--- src/rtl/input_debouncer_pkg.sv ---
`default_nettype none
// ============================================================================
// Module      : input_debouncer_pkg
// Description : Board-common timing constants for pushbutton/switch
//               conditioning, plus a width helper for cycle counters.
// Revision    : 1.0 - initial release
// ============================================================================
package input_debouncer_pkg;

    // 20 ms of stability at a 50 MHz system clock
    localparam int DEBOUNCE_20MS_50MHZ  = 1000000;

    // Auto-repeat defaults at 50 MHz: 500 ms first repeat, then every 100 ms
    localparam int REPEAT_DELAY_DEFAULT = 25000000;
    localparam int REPEAT_RATE_DEFAULT  = 5000000;

    // Bits needed to hold any value in 0..max_val
    function automatic int count_width(input int max_val);
        return (max_val < 2) ? 1 : $clog2(max_val + 1);
    endfunction

endpackage
`default_nettype wire

--- src/rtl/input_debouncer_bit.sv ---
`default_nettype none
// ============================================================================
// Module      : input_debouncer_bit
// Description : One debounced channel: two-flop synchronizer, stable-run
//               counter, registered level and one-cycle rise/fall pulses.
//               Optional auto-repeat of rise while held, enabled by the
//               macro INPUT_DEBOUNCER_REPEAT_EN.
// Revision    : 1.0 - initial release
// ============================================================================
module input_debouncer_bit
    import input_debouncer_pkg::*;
#(
    parameter int DEBOUNCE_CYCLES = DEBOUNCE_20MS_50MHZ,
    parameter int CNT_W           = 20,
`ifdef INPUT_DEBOUNCER_REPEAT_EN
    parameter int REPEAT_DELAY    = REPEAT_DELAY_DEFAULT,
    parameter int REPEAT_RATE     = REPEAT_RATE_DEFAULT,
`endif
    parameter bit ACTIVE_LOW      = 1'b1
) (
    input  logic clk,
    input  logic rst_n,
    input  logic i_raw,
    output logic o_level,
    output logic o_rise,
    output logic o_fall
);

    // Physical pin level when nothing is pressed
    localparam logic             c_idle_pin = ACTIVE_LOW;
    localparam logic [CNT_W-1:0] c_cnt_last = CNT_W'(DEBOUNCE_CYCLES - 1);

    logic             r_s1;
    logic             r_s2;
    logic             r_level;
    logic             r_rise;
    logic             r_fall;
    logic [CNT_W-1:0] r_cnt;
    logic             w_x;
    logic             w_accept;

`ifdef INPUT_DEBOUNCER_REPEAT_EN
    localparam int                 c_rpt_w      = count_width(REPEAT_DELAY);
    localparam logic [c_rpt_w-1:0] c_rpt_last   = c_rpt_w'(REPEAT_DELAY - 1);
    // Reloading here makes the next repeat land REPEAT_RATE cycles later
    localparam logic [c_rpt_w-1:0] c_rpt_reload = c_rpt_w'(REPEAT_DELAY - REPEAT_RATE);

    logic [c_rpt_w-1:0] r_rpt;
`endif

    // Logical sample: 1 means asserted regardless of pin polarity
    assign w_x      = r_s2 ^ ACTIVE_LOW;
    // The disagreement has lasted long enough to become the new level
    assign w_accept = (w_x != r_level) && (r_cnt == c_cnt_last);

    // Two-flop synchronizer for the asynchronous pin
    always_ff @(posedge clk or negedge rst_n) begin
        if (!rst_n) begin
            r_s1 <= c_idle_pin;
            r_s2 <= c_idle_pin;
        end else begin
            r_s1 <= i_raw;
            r_s2 <= r_s1;
        end
    end

    // Stable-run counter, accepted level and edge pulses (plus optional repeat)
    always_ff @(posedge clk or negedge rst_n) begin
        if (!rst_n) begin
            r_level <= 1'b0;
            r_rise  <= 1'b0;
            r_fall  <= 1'b0;
            r_cnt   <= '0;
`ifdef INPUT_DEBOUNCER_REPEAT_EN
            r_rpt   <= '0;
`endif
        end else begin
            r_rise <= 1'b0;
            r_fall <= 1'b0;
            if (w_x == r_level) begin
                r_cnt <= '0;
            end else if (w_accept) begin
                r_level <= w_x;
                r_cnt   <= '0;
                r_rise  <= w_x;
                r_fall  <= ~w_x;
            end else begin
                r_cnt <= r_cnt + 1'b1;
            end
`ifdef INPUT_DEBOUNCER_REPEAT_EN
            // Repeat timing restarts on every accepted change and idles while released
            if (w_accept || !r_level) begin
                r_rpt <= '0;
            end else if (r_rpt == c_rpt_last) begin
                r_rise <= 1'b1;
                r_rpt  <= c_rpt_reload;
            end else begin
                r_rpt <= r_rpt + 1'b1;
            end
`endif
        end
    end

    assign o_level = r_level;
    assign o_rise  = r_rise;
    assign o_fall  = r_fall;

endmodule
`default_nettype wire

--- src/rtl/input_debouncer.sv ---
`default_nettype none
// ============================================================================
// Module      : input_debouncer
// Description : Multi-channel synchronizer/debouncer for board pushbuttons
//               and switches. Each channel is an independent
//               input_debouncer_bit. Optional auto-repeat on rise is
//               enabled by the macro INPUT_DEBOUNCER_REPEAT_EN.
// Revision    : 1.0 - initial release
// ============================================================================
module input_debouncer
    import input_debouncer_pkg::*;
#(
    parameter int WIDTH           = 4,
    parameter int DEBOUNCE_CYCLES = DEBOUNCE_20MS_50MHZ,
    parameter int CNT_W           = 20,
`ifdef INPUT_DEBOUNCER_REPEAT_EN
    parameter int REPEAT_DELAY    = REPEAT_DELAY_DEFAULT,
    parameter int REPEAT_RATE     = REPEAT_RATE_DEFAULT,
`endif
    parameter bit ACTIVE_LOW      = 1'b1
) (
    input  logic             SI_ClkIn,
    input  logic             SI_Reset_N,
    input  logic [WIDTH-1:0] raw_in,
    output logic [WIDTH-1:0] level,
    output logic [WIDTH-1:0] rise,
    output logic [WIDTH-1:0] fall
);

    generate
        for (genvar g = 0; g < WIDTH; g++) begin : g_chan
            input_debouncer_bit #(
                .DEBOUNCE_CYCLES (DEBOUNCE_CYCLES),
                .CNT_W           (CNT_W),
`ifdef INPUT_DEBOUNCER_REPEAT_EN
                .REPEAT_DELAY    (REPEAT_DELAY),
                .REPEAT_RATE     (REPEAT_RATE),
`endif
                .ACTIVE_LOW      (ACTIVE_LOW)
            ) u_bit (
                .clk     (SI_ClkIn),
                .rst_n   (SI_Reset_N),
                .i_raw   (raw_in[g]),
                .o_level (level[g]),
                .o_rise  (rise[g]),
                .o_fall  (fall[g])
            );
        end
    endgenerate

endmodule
`default_nettype wire

--- config.mk ---
export PLATFORM = sky130hd
export DESIGN_NAME = input_debouncer
export DESIGN_NICKNAME = d
export VERILOG_FILES = /design/src/rtl/input_debouncer_pkg.sv /design/src/rtl/input_debouncer_bit.sv /design/src/rtl/input_debouncer.sv
export SDC_FILE = /design/constraint.sdc
export NUM_CORES = 1
export LEC_CHECK = 0
export ABC_AREA = 0
export CAP_MARGIN = 30
export CORE_MARGIN = 1
export CORE_UTILIZATION = 44
export DETAILED_ROUTE_END_ITERATION = 7
export PLACE_DENSITY_LB_ADDON = 0.2
export SKIP_CTS_REPAIR_TIMING = 1
export SYNTH_ARGS = -nofsm -noshare
export SYNTH_HDL_FRONTEND = slang
export SYNTH_SLANG_ARGS = --single-unit
--- constraint.sdc ---
create_clock -name SI_ClkIn -period 2.02 [get_ports SI_ClkIn]
set_clock_uncertainty 0.1 [all_clocks]
set_input_delay 0.303 -clock SI_ClkIn [delete_from_list [all_inputs] [get_ports SI_ClkIn]]
set_output_delay 0.303 -clock SI_ClkIn [all_outputs]
set_load 0.05 [all_outputs]
# Yosys cells after proc, flatten, opt, wreduce, memory -nomap -nowiden
# Index checks and enable logic that the tools add are counted.
# word_totals
reg_bits,100
inputBits,6
output_inout_bits,12
word_cells,80
# op_classes
add_sub_neg,4
eq_ne,12
mux,24
n_bitwise,8
reduce_logical,8
# ops
op,n
20-bit 2-to-1 mux,8
20-bit by 1-bit adder with 20-bit output (second input constant),4
20-bit == test (second input constant),4
1-bit 2-to-1 mux,16
1-bit NOT,8
2-bit AND reduction,4
1-bit == test,4
1-bit logical AND,4
1-bit != test,4

# Logic depth before layout (Yosys ltp)
# Gate-level depths: netlist (run 1).
# depth
depth_word,5
mapped_depth,6
mapped_depth_nobuf,5

# Hierarchy
# A second synthesis (run 1) with hierarchy kept.
# hier_totals
cells_unflattened,461
hier_area_um2,4847.1
# modules_own_cells
mod,n_inst,cells_per_inst,area_per_inst_um2,seq_area_each_um2
input_debouncer_bit at g_chan[1].u_bit ...,3,115,1211.2,628.1
input_debouncer_bit at g_chan[0].u_bit,1,116,1213.7,628.1

# Worst setup path after synthesis (run 1)
# No wires, ideal clock.
# synth_timing
kind,reg-to-reg
start,register g_chan[2].u_bit.r_cnt[0]
end,register g_chan[2].u_bit.r_cnt[18]
setup_ns,0.073
arrival_ns,1.929
required_ns,1.847
path_slack_ns,-0.082
path_stages_with_launch,7
n_path_buf,1
synth_period_minus_slack_ns,2.102
path_cell_list,dfrtp_1 -> ha_1 -> nand2_1 -> or4_1 -> buf_2 -> or4_4 -> a21oi_2
# synth_between
elab_chain_cells,4
word_cells_on_any_way,5
classes_between,add/sub: 1; eq/ne: 1; mux: 2; reduce/logical: 1
# synth_lines
element,line,source
"start, declared",input_debouncer_bit.sv:38,logic [CNT_W-1:0] r_cnt;
"start signal, assigned",input_debouncer_bit.sv:88,r_cnt <= r_cnt + 1'b1;
"parallel branches: the longest is 2 deep, another holds 20-bit by 1-bit adder with 20-bit output",n/a,
20-bit 2-to-1 mux *,input_debouncer_bit.sv:82,end else if (w_accept) begin
20-bit 2-to-1 mux *,input_debouncer_bit.sv:80,if (w_x == r_level) begin
# Mark *: on every way between the ends.
# A chain may end at the register's enable or synchronous reset.

# Worst setup path after layout (run 1)
# layout_timing
start,register g_chan[2].u_bit.r_cnt[10]
end,register g_chan[2].u_bit.r_cnt[19]
# Same word-level chain as after synthesis.

==> results.toml, run 1 <==
[sta]
hold_viol_final = 0
drv_slew = 0
holdWs_ns = 0.2247
rsz0062_at_grt = "yes"
finalCriticalPeriod_ns = 2.064
period_share_pct = 102.2
worst_slack_ns = -0.04437
relSlewSlack_pct = 66.24
max_freq_mhz = 484.4
setup_viol = 21
max_slew.worst_pin.slew_ns = 0.5056

[yosys]
yosysTopAreaCellShare_pct = 48.51
synth-seq-cells = 100
syn_area_um2 = 4746
ys_warn_count = 0
yosysTopAreaCell = "dfrtp_1"
syn_area_per_cell_um2 = 9.928
synth.area.top_cells = "dfrtp_1 49%, xnor2_1 7.4%, nor2_1 5.0%, dfstp_2 4.4%, nand3_1 2.8%"
yosysSeqAreaShare_pct = 52.94
ys_types = 36
synthCells = 478
synth_fp_nets = 488

[setup_path]
path_delay_family = "simple AND/OR/NAND/NOR gates"
crit_cells = 5
cp-start-kind = "flip-flop"
crit_arrival_ns = 2.22
crit_path_cell_trace = "or4bb_1 -> or4_4 -> o21ai_4 -> buf_6 -> a21oi_1"
critPathCaptureType = "flip-flop"
cpPeakStageDelay_ns = 0.57
reg2reg_depth = 5
crit_slowest_cell = "or4_4"
worstPathRequired_ns = 2.18
cp_max_fo = 11
crit_buf_inv = 1
crit_type = "flip-flop to flip-flop"

[drt]
drt_wl_total_um = 9269
first_pass_iters = 4
routed_via_density = 5.393
drcViolationCount = 0
wl_per_cell_um = 13.92
drt_iter0_markers = 91
ant_nets = 0
vias = 3592

[layout]
postLayoutCellArea_um2 = 5523
nNetsFinal = 535
register_area_um2 = 2512
final_common_cell = "dfrtp_1"
area_growth_pct = 16.37
fill_cells = 946
multi_input_area_um2 = 2083
num_antenna_cells = 0
fin_cells = 666
drive_gt1_share_pct = 15.66
layout_common_cells = "92 x dfrtp_1, 63 x nor2_1, 40 x xnor2_1, 39 x buf_4, 31 x nand2_1"

[placement]
hpwl_um = 6420
place_ws_ns = -0.03218
gp_congestion = 0.7996
dp.cells = 647
io_buffers = 17
place_area_um2 = 5250

[die]
std_cell_rows = 37
initial_core_util_pct = 45.76
die_area_um2 = 11210
die_h_um = 105.9
ios = 18
die_x_um = 105.9
core_um2 = 10370

[status]
status = "finished, violations left"
violations = "setup timing"

[global_routing]
grt_start_max_net_pins = 36
grt_antenna_before_repair = 0
first_global_vias = 3562
grt_use_total_pct = 18.73
grt_remaining_overflow = 0
grt_pass1_wl_um = 16470

[clock_network]
clk_pin_slew_ns = 0.09
cts.sinks = 100
cts_buffers = 9
insertion_delay_ns = 0.38
clock-root-buffer = "clkbuf_8"
h-tree-depth = 3
cts_tree = "built"
max-clock-path-buffers = 2

[power]
p_comb_share_pct = 4.4
seqPwrFrac_pct = 57.9
clkPwrFrac_pct = 37.7
power_density_nw_per_um2 = 644.1
internal-power_mw = 2.714
p_sw_share_pct = 23.70
cellLeakagePower_nw = 2.204
p_switching_mw = 0.8432
vdd_drop_max_mv = 0.3642

[min_path]
hold_path_class = "primary input to flip-flop"
hold_depth = 1

[job]
drv_cap = 0
[layout make-up]
| class | instances | area share [%] |
|---|---|---|
| clock buffer | 10 | 2.492 |
| clock inverter | 6 | 1.314 |
| inverter | 15 | 1.019 |
| multi-input combinational | 342 | 37.72 |
| sequential | 100 | 45.49 |
| tap | 136 | 3.081 |
| timing repair buffer | 57 | 8.881 |
[cell families after synthesis]
kind of cell               synth area share (%)
and+or+nand+nor                           25.42
DFF                                       52.94
xor gates and xnor gates                  10.15
AOI/OAI and AO/OA                         6.459
buffers and inverters                     3.981
adders and majority gates                 1.055
[metrics by stage]
step | total power [mW] | setup TNS [ns] | util (%)
after floorplan | 2.151 | -0.06231 | -
after global placement | 2.245 | -0.07301 | 50.63
after detailed placement | 2.249 | -0.2809 | 50.63
after CTS | 3.604 | -0.9771 | 52.65
after global routing | 3.705 | -2.201 | 53.26
final | 3.557 | -0.5737 | 53.26
[metal layers]
metal	vias to the layer above	global-route usage [%]	routed length [um]	part of all wire, %
met4	0	6.845	160	1.7
met1	1770	22.96	4279	46
met3	10	5.380	287	3.1
met2	41	31.37	4542	49
li1	1771	-	-	-
met5	-	0	0	0
[Yosys cell counts (all sizes together)]
cell type,instances
dfrtp,92
nor2,63
xnor2,40
nand2,31
nand3,27
a21oi,21
o21ai,20
nand4,19
nor3,17
or3,16
or4,16
buf,15
inv,15
xor2,15
o31ai,13
nor4,12
and3,10
dfstp,8
or2,7
clkbuf,6
ha,4
nor4b,3
and4,2
nor3b,2
or4bb,2
and3b,1
nor4bb,1
[flip-flops by register name, summed over array words and instances (netlist names)]
signal and flops:
g_chan.u_bit.o_fall 4, g_chan.u_bit.o_level 4, g_chan.u_bit.o_rise 4, g_chan.u_bit.r_cnt 80, g_chan.u_bit.r_s1 4, g_chan.u_bit.r_s2 4
[power groups by stage]
| stage | sequential, mW | clock (mW) | combinational (mW) |
|---|---|---|---|
| after global routing | 2.06 | 1.46 | 0.181 |
| after detailed placement | 2.10 | 0 | 0.150 |
| after global placement | 2.10 | 0 | 0.147 |
| final | 2.06 | 1.34 | 0.158 |
| after floorplan | 2.10 | 0 | 0.0553 |
| after CTS | 2.06 | 1.39 | 0.151 |
[worst paths after layout]
kind | startpoint | endpoint | slack (ns)
setup reg to reg | g_chan[2].u_bit.r_cnt[10]$_DFF_PN0_ | g_chan[2].u_bit.r_cnt[19]$_DFF_PN0_ | -0.04
setup / recovery | g_chan[2].u_bit.r_cnt[10]$_DFF_PN0_ | g_chan[2].u_bit.r_cnt[19]$_DFF_PN0_ | -0.04
min in group asynchronous | SI_Reset_N | g_chan[1].u_bit.r_cnt[16]$_DFF_PN0_ | 0.27
max in group asynchronous | SI_Reset_N | g_chan[2].u_bit.r_s1$_DFF_PN1_ | 0.91
hold reg to reg | g_chan[1].u_bit.r_s1$_DFF_PN1_ | g_chan[1].u_bit.r_s2$_DFF_PN1_ | 0.26
hold / removal | raw_in[2] | g_chan[2].u_bit.r_s1$_DFF_PN1_ | 0.22
Power figures use the tool's default switching activity.
==> run 2, diff against run 1 <==
--- a/config.mk
+++ b/config.mk
@@ -9,8 +9,10 @@
 export CAP_MARGIN = 30
 export CORE_MARGIN = 1
 export CORE_UTILIZATION = 44
+export CTS_CLUSTER_SIZE = 20
 export DETAILED_ROUTE_END_ITERATION = 7
 export PLACE_DENSITY_LB_ADDON = 0.2
+export RECOVER_POWER = 25
 export SKIP_CTS_REPAIR_TIMING = 1
 export SYNTH_ARGS = -nofsm -noshare
 export SYNTH_HDL_FRONTEND = slang
==> results.toml, run 2 (same netlist as run 1, synthesis figures left out) <==
[sta]
max_slew.worst_pin.slew_ns = 0.7620
drv_slew = 0
relSlewSlack_pct = 49.20
rsz0062_at_grt = "yes"
max_freq_mhz = 484.3
tns_ns = -0.5801
finalCriticalPeriod_ns = 2.065
period_share_pct = 102.2
worst_slack_ns = -0.04486
setup_viol = 21
hold_viol_final = 0

[power]
cellLeakagePower_nw = 2.199
vdd_drop_max_mv = 0.3635
power_density_nw_per_um2 = 645.2
finalPower_mw = 3.552

[die]
core_um2 = 10370
die_h_um = 105.9
die_x_um = 105.9
die_area_um2 = 11210
std_cell_rows = 37
initial_core_util_pct = 45.76
ios = 18

[drt]
wl_per_cell_um = 13.92
ant_nets = 0
drcViolationCount = 0
drt_wl_total_um = 9270
vias = 3590
first_pass_iters = 4
routed_via_density = 5.390
drt_iter0_markers = 87

[placement]
hpwl_um = 6420
io_buffers = 17
dp.cells = 647
gp_congestion = 0.7996
place_area_um2 = 5250

[layout]
nNetsFinal = 535
num_antenna_cells = 0
largest_reg_flops = 80
postLayoutCellArea_um2 = 5505
regMostFlops = "g_chan.u_bit.r_cnt"
drive_gt1_share_pct = 15.47
utilization_pct = 53.09
fin_cells = 666
area_growth_pct = 16.00
final_common_cell = "dfrtp_1"
layout_common_cells = "92 x dfrtp_1, 63 x nor2_1, 40 x xnor2_1, 38 x buf_4, 31 x nand2_1"

[setup_path]
cp-start-kind = "flip-flop"
crit_type = "flip-flop to flip-flop"
worstPathRequired_ns = 2.18
critPathCaptureType = "flip-flop"
cpPeakStageDelay_ns = 0.57
crit_arrival_ns = 2.22
crit_slowest_cell = "or4_4"
cp_max_fo = 11
crit_path_cell_trace = "or4bb_1 -> or4_4 -> o21ai_4 -> buf_6 -> a21oi_1"

[clock_network]
clock-root-buffer = "clkbuf_8"
max-clock-path-buffers = 2
insertion_delay_ns = 0.38
cts_tree = "built"
clk_pin_slew_ns = 0.10
cts_buffers = 9
cts.sinks = 100
h-tree-depth = 3

[status]
violations = "setup timing"
status = "finished, violations left"

[global_routing]
grt_start_max_net_pins = 36
grt_pass1_wl_um = 16470
met1_usage_pct = 22.96
first_global_vias = 3562
grt_remaining_overflow = 0
grtUsageMet3_pct = 5.380
grt_antenna_before_repair = 0
grt_use_total_pct = 18.73
top_usage_layer = "met2"
grt.met2_usage_pct = 31.37

[min_path]
hold_path_class = "flip-flop to flip-flop"

[job]
drv_cap = 0
[run 2: per-layer routing]
metal	part of all wire [%]	up-vias
met5	0	-
met4	1.7	0
met3	3.1	10
met2	49	41
met1	46	1770
li1	-	1769
[run 2: area by class of cell]
type | instances | area [um2]
clock buffers | 10 | 137.6
clock inverters | 6 | 72.57
fillers | 948 | 4865
inverters | 15 | 56.30
multi-input cells | 342 | 2083
flip-flops and latches | 100 | 2512
well taps | 136 | 170.2
repair buffers | 57 | 473.0
[run 2: path summary, 6_finish.rpt]
kind / start / slack (ns) / depth (start not counted) / end
worst min-delay path: g_chan[1].u_bit.r_s1$_DFF_PN1_ / 0.26 / 0 / g_chan[1].u_bit.r_s2$_DFF_PN1_
max in group asynchronous: SI_Reset_N / 0.27 / 3 / g_chan[0].u_bit.r_cnt[4]$_DFF_PN0_
worst max register to register: g_chan[2].u_bit.r_cnt[10]$_DFF_PN0_ / -0.04 / 5 / g_chan[2].u_bit.r_cnt[19]$_DFF_PN0_
worst max-delay path: g_chan[2].u_bit.r_cnt[10]$_DFF_PN0_ / -0.04 / 5 / g_chan[2].u_bit.r_cnt[19]$_DFF_PN0_
worst min register to register: g_chan[1].u_bit.r_s1$_DFF_PN1_ / 0.26 / 0 / g_chan[1].u_bit.r_s2$_DFF_PN1_
min in group asynchronous: SI_Reset_N / 0.37 / 2 / g_chan[1].u_bit.o_fall$_DFF_PN0_
[run 2: metrics by stage]
step | setup WS [ns] | hold slack [ns]
finish | -0.04486 | 0.2624
global route | -0.1262 | 0.2705
CTS | -0.06578 | -0.2790
detailed placement | -0.03218 | 0.1379
global placement | -0.007851 | 0.1339
floorplan | -0.06231 | -0.09259
[run 2: power breakdown]
part | internal [mW] | switching (mW)
Combinational | 0.0572 | 0.0946
Clock | 0.617 | 0.724
Sequential | 2.03 | 0.0246
Total | 2.71 | 0.844
[run 2: critical path: cells and delay by family, from the launching register on]
kind,cells,cell delay [ns]
AOI/OAI and AO/OA,2,0.22
buffers and inverters,1,0.17
DFF,1,0.38
and+or+nand+nor,2,1.07
==> run 3, diff against run 2 <==
--- a/config.mk
+++ b/config.mk
@@ -6,11 +6,12 @@
 export NUM_CORES = 1
 export LEC_CHECK = 0
 export ABC_AREA = 0
-export CAP_MARGIN = 30
+export CAP_MARGIN = 20
 export CORE_MARGIN = 1
 export CORE_UTILIZATION = 44
 export CTS_CLUSTER_SIZE = 20
 export DETAILED_ROUTE_END_ITERATION = 7
+export GPL_TIMING_DRIVEN = 0
 export PLACE_DENSITY_LB_ADDON = 0.2
 export RECOVER_POWER = 25
 export SKIP_CTS_REPAIR_TIMING = 1
==> results.toml, run 3 (same netlist as run 1, synthesis figures left out) <==
[status]
status = "finished, violations left"
violations = "setup timing"

[sta]
max_slew.worst_pin.slew_ns = 1.396
period_share_pct = 105.4
drv_slew = 0
relSlewSlack_pct = 6.917
tns_ns = -2.048
worst_slack_ns = -0.1095
setup_viol = 22
finalCriticalPeriod_ns = 2.129
hold_viol_final = 0
max_freq_mhz = 469.6
rsz0062_at_grt = "yes"

[setup_path]
cp-start-kind = "flip-flop"
cp_max_fo = 10
crit_arrival_ns = 2.29
crit_type = "flip-flop to flip-flop"
worstPathRequired_ns = 2.18
critPathCaptureType = "flip-flop"

[clock_network]
h-tree-depth = 3
cts_buffers = 9
clk_pin_slew_ns = 0.10
cts_tree = "built"
cts.sinks = 100
clock-root-buffer = "clkbuf_8"
max-clock-path-buffers = 2
insertion_delay_ns = 0.37

[global_routing]
grt_remaining_overflow = 0
met1_usage_pct = 23.36
grt.met2_usage_pct = 28.57
grtUsageMet3_pct = 3.278
grt_use_total_pct = 17.72
grt_pass1_wl_um = 15850
first_global_vias = 3475
top_usage_layer = "met2"
grt_start_max_net_pins = 56
grt_antenna_before_repair = 0

[layout]
final_common_cell = "dfrtp_1"
regMostFlops = "g_chan.u_bit.r_cnt"
postLayoutCellArea_um2 = 5852
nNetsFinal = 552
num_antenna_cells = 0
drive_gt1_share_pct = 21.02
largest_reg_flops = 80
fin_cells = 683
area_growth_pct = 23.31
layout_common_cells = "87 x dfrtp_1, 62 x nor2_1, 49 x buf_4, 40 x xnor2_1, 31 x nand2_1"

[drt]
routed_via_density = 5.356
drt_wl_total_um = 9560
vias = 3658
ant_nets = 0
first_pass_iters = 4
drt_iter0_markers = 167
drcViolationCount = 0
wl_per_cell_um = 14.00

[die]
core_um2 = 10370
ios = 18
initial_core_util_pct = 45.76
die_h_um = 105.9
die_x_um = 105.9
std_cell_rows = 37
die_area_um2 = 11210

[placement]
gp_congestion = 0.7755
hpwl_um = 5959
io_buffers = 17
dp.cells = 632
place_area_um2 = 5125

[power]
power_density_nw_per_um2 = 650.0
vdd_drop_max_mv = 0.3755
cellLeakagePower_nw = 2.520

[min_path]
hold_path_class = "flip-flop to flip-flop"

[job]
drv_cap = 0
==> run 3: cell types whose count changed in the layout (fill, tap and decap cells not counted), moves of 3 or more <==
cell / change
dfrtp_1: -5
dlymetal6s2s_1: +10
nor4b_1: -3
clkdlybuf4s50_1: -8
buf_4: +11
nor4b_2: +3
or2_0: -3
o21ai_4: +3
dfrtp_2: +5
==> run 3: per-layer routing <==
| metal | wire [um] | up-vias |
|---|---|---|
| met5 | 0 | - |
| met4 | 161 | 0 |
| met3 | 242 | 13 |
| met2 | 4669 | 47 |
| met1 | 4487 | 1793 |
| li1 | - | 1805 |
==> run 3: worst paths after layout <==
path / from / to / slack [ns] / depth (start not counted)
min in group asynchronous: SI_Reset_N / g_chan[1].u_bit.r_cnt[16]$_DFF_PN0_ / 0.68 / 2
max in group asynchronous: SI_Reset_N / g_chan[3].u_bit.r_cnt[7]$_DFF_PN0_ / 0.20 / 2
hold reg to reg: g_chan[0].u_bit.r_s1$_DFF_PN1_ / g_chan[0].u_bit.r_s2$_DFF_PN1_ / 0.26 / 0
setup / recovery: g_chan[2].u_bit.r_cnt[10]$_DFF_PN0_ / g_chan[2].u_bit.r_cnt[19]$_DFF_PN0_ / -0.11 / 5
hold / removal: g_chan[0].u_bit.r_s1$_DFF_PN1_ / g_chan[0].u_bit.r_s2$_DFF_PN1_ / 0.26 / 0
setup reg to reg: g_chan[2].u_bit.r_cnt[10]$_DFF_PN0_ / g_chan[2].u_bit.r_cnt[19]$_DFF_PN0_ / -0.11 / 5
==> run 3: worst max-delay path, cell delays in order, from the launching register on <==
cell	delay [ns]
dfrtp_1	0.40
or4bb_1	0.53
or4_4	0.59
o21ai_4	0.18
buf_6	0.17
a21oi_1	0.05
==> run 3: cell type report <==
class	instances	area (um2)
repair buffers	56	510.5
well taps	136	170.2
inverters	15	56.30
flip-flops and latches	100	2519
multi-input cells	342	2206
plain buffers	18	143.9
clock inverters	7	122.6
fillers	891	4518
clock buffers	9	123.9
==> run 3: per-stage QoR <==
step                hold slack [ns]  worst slack [ns]  util (%)  power [mW]
finish                       0.2599           -0.1095     56.43       3.804
global placement             0.2465            -3.222     49.18       2.222
global route                 0.2641           -0.1961     56.43       3.941
detailed placement           0.2472           -0.4663     49.42       2.231
CTS                         -0.1066           -0.4828     51.80       3.786
floorplan                  -0.09259          -0.06231         -       2.151
==> run 3: report_power, final <==
part	internal [mW]	total, mW	leakage (nW)	switching (mW)
logic	0.0818	0.181	1.05	0.0994
registers	2.03	2.07	1.35	0.0316
clock network	0.828	1.56	0.116	0.728
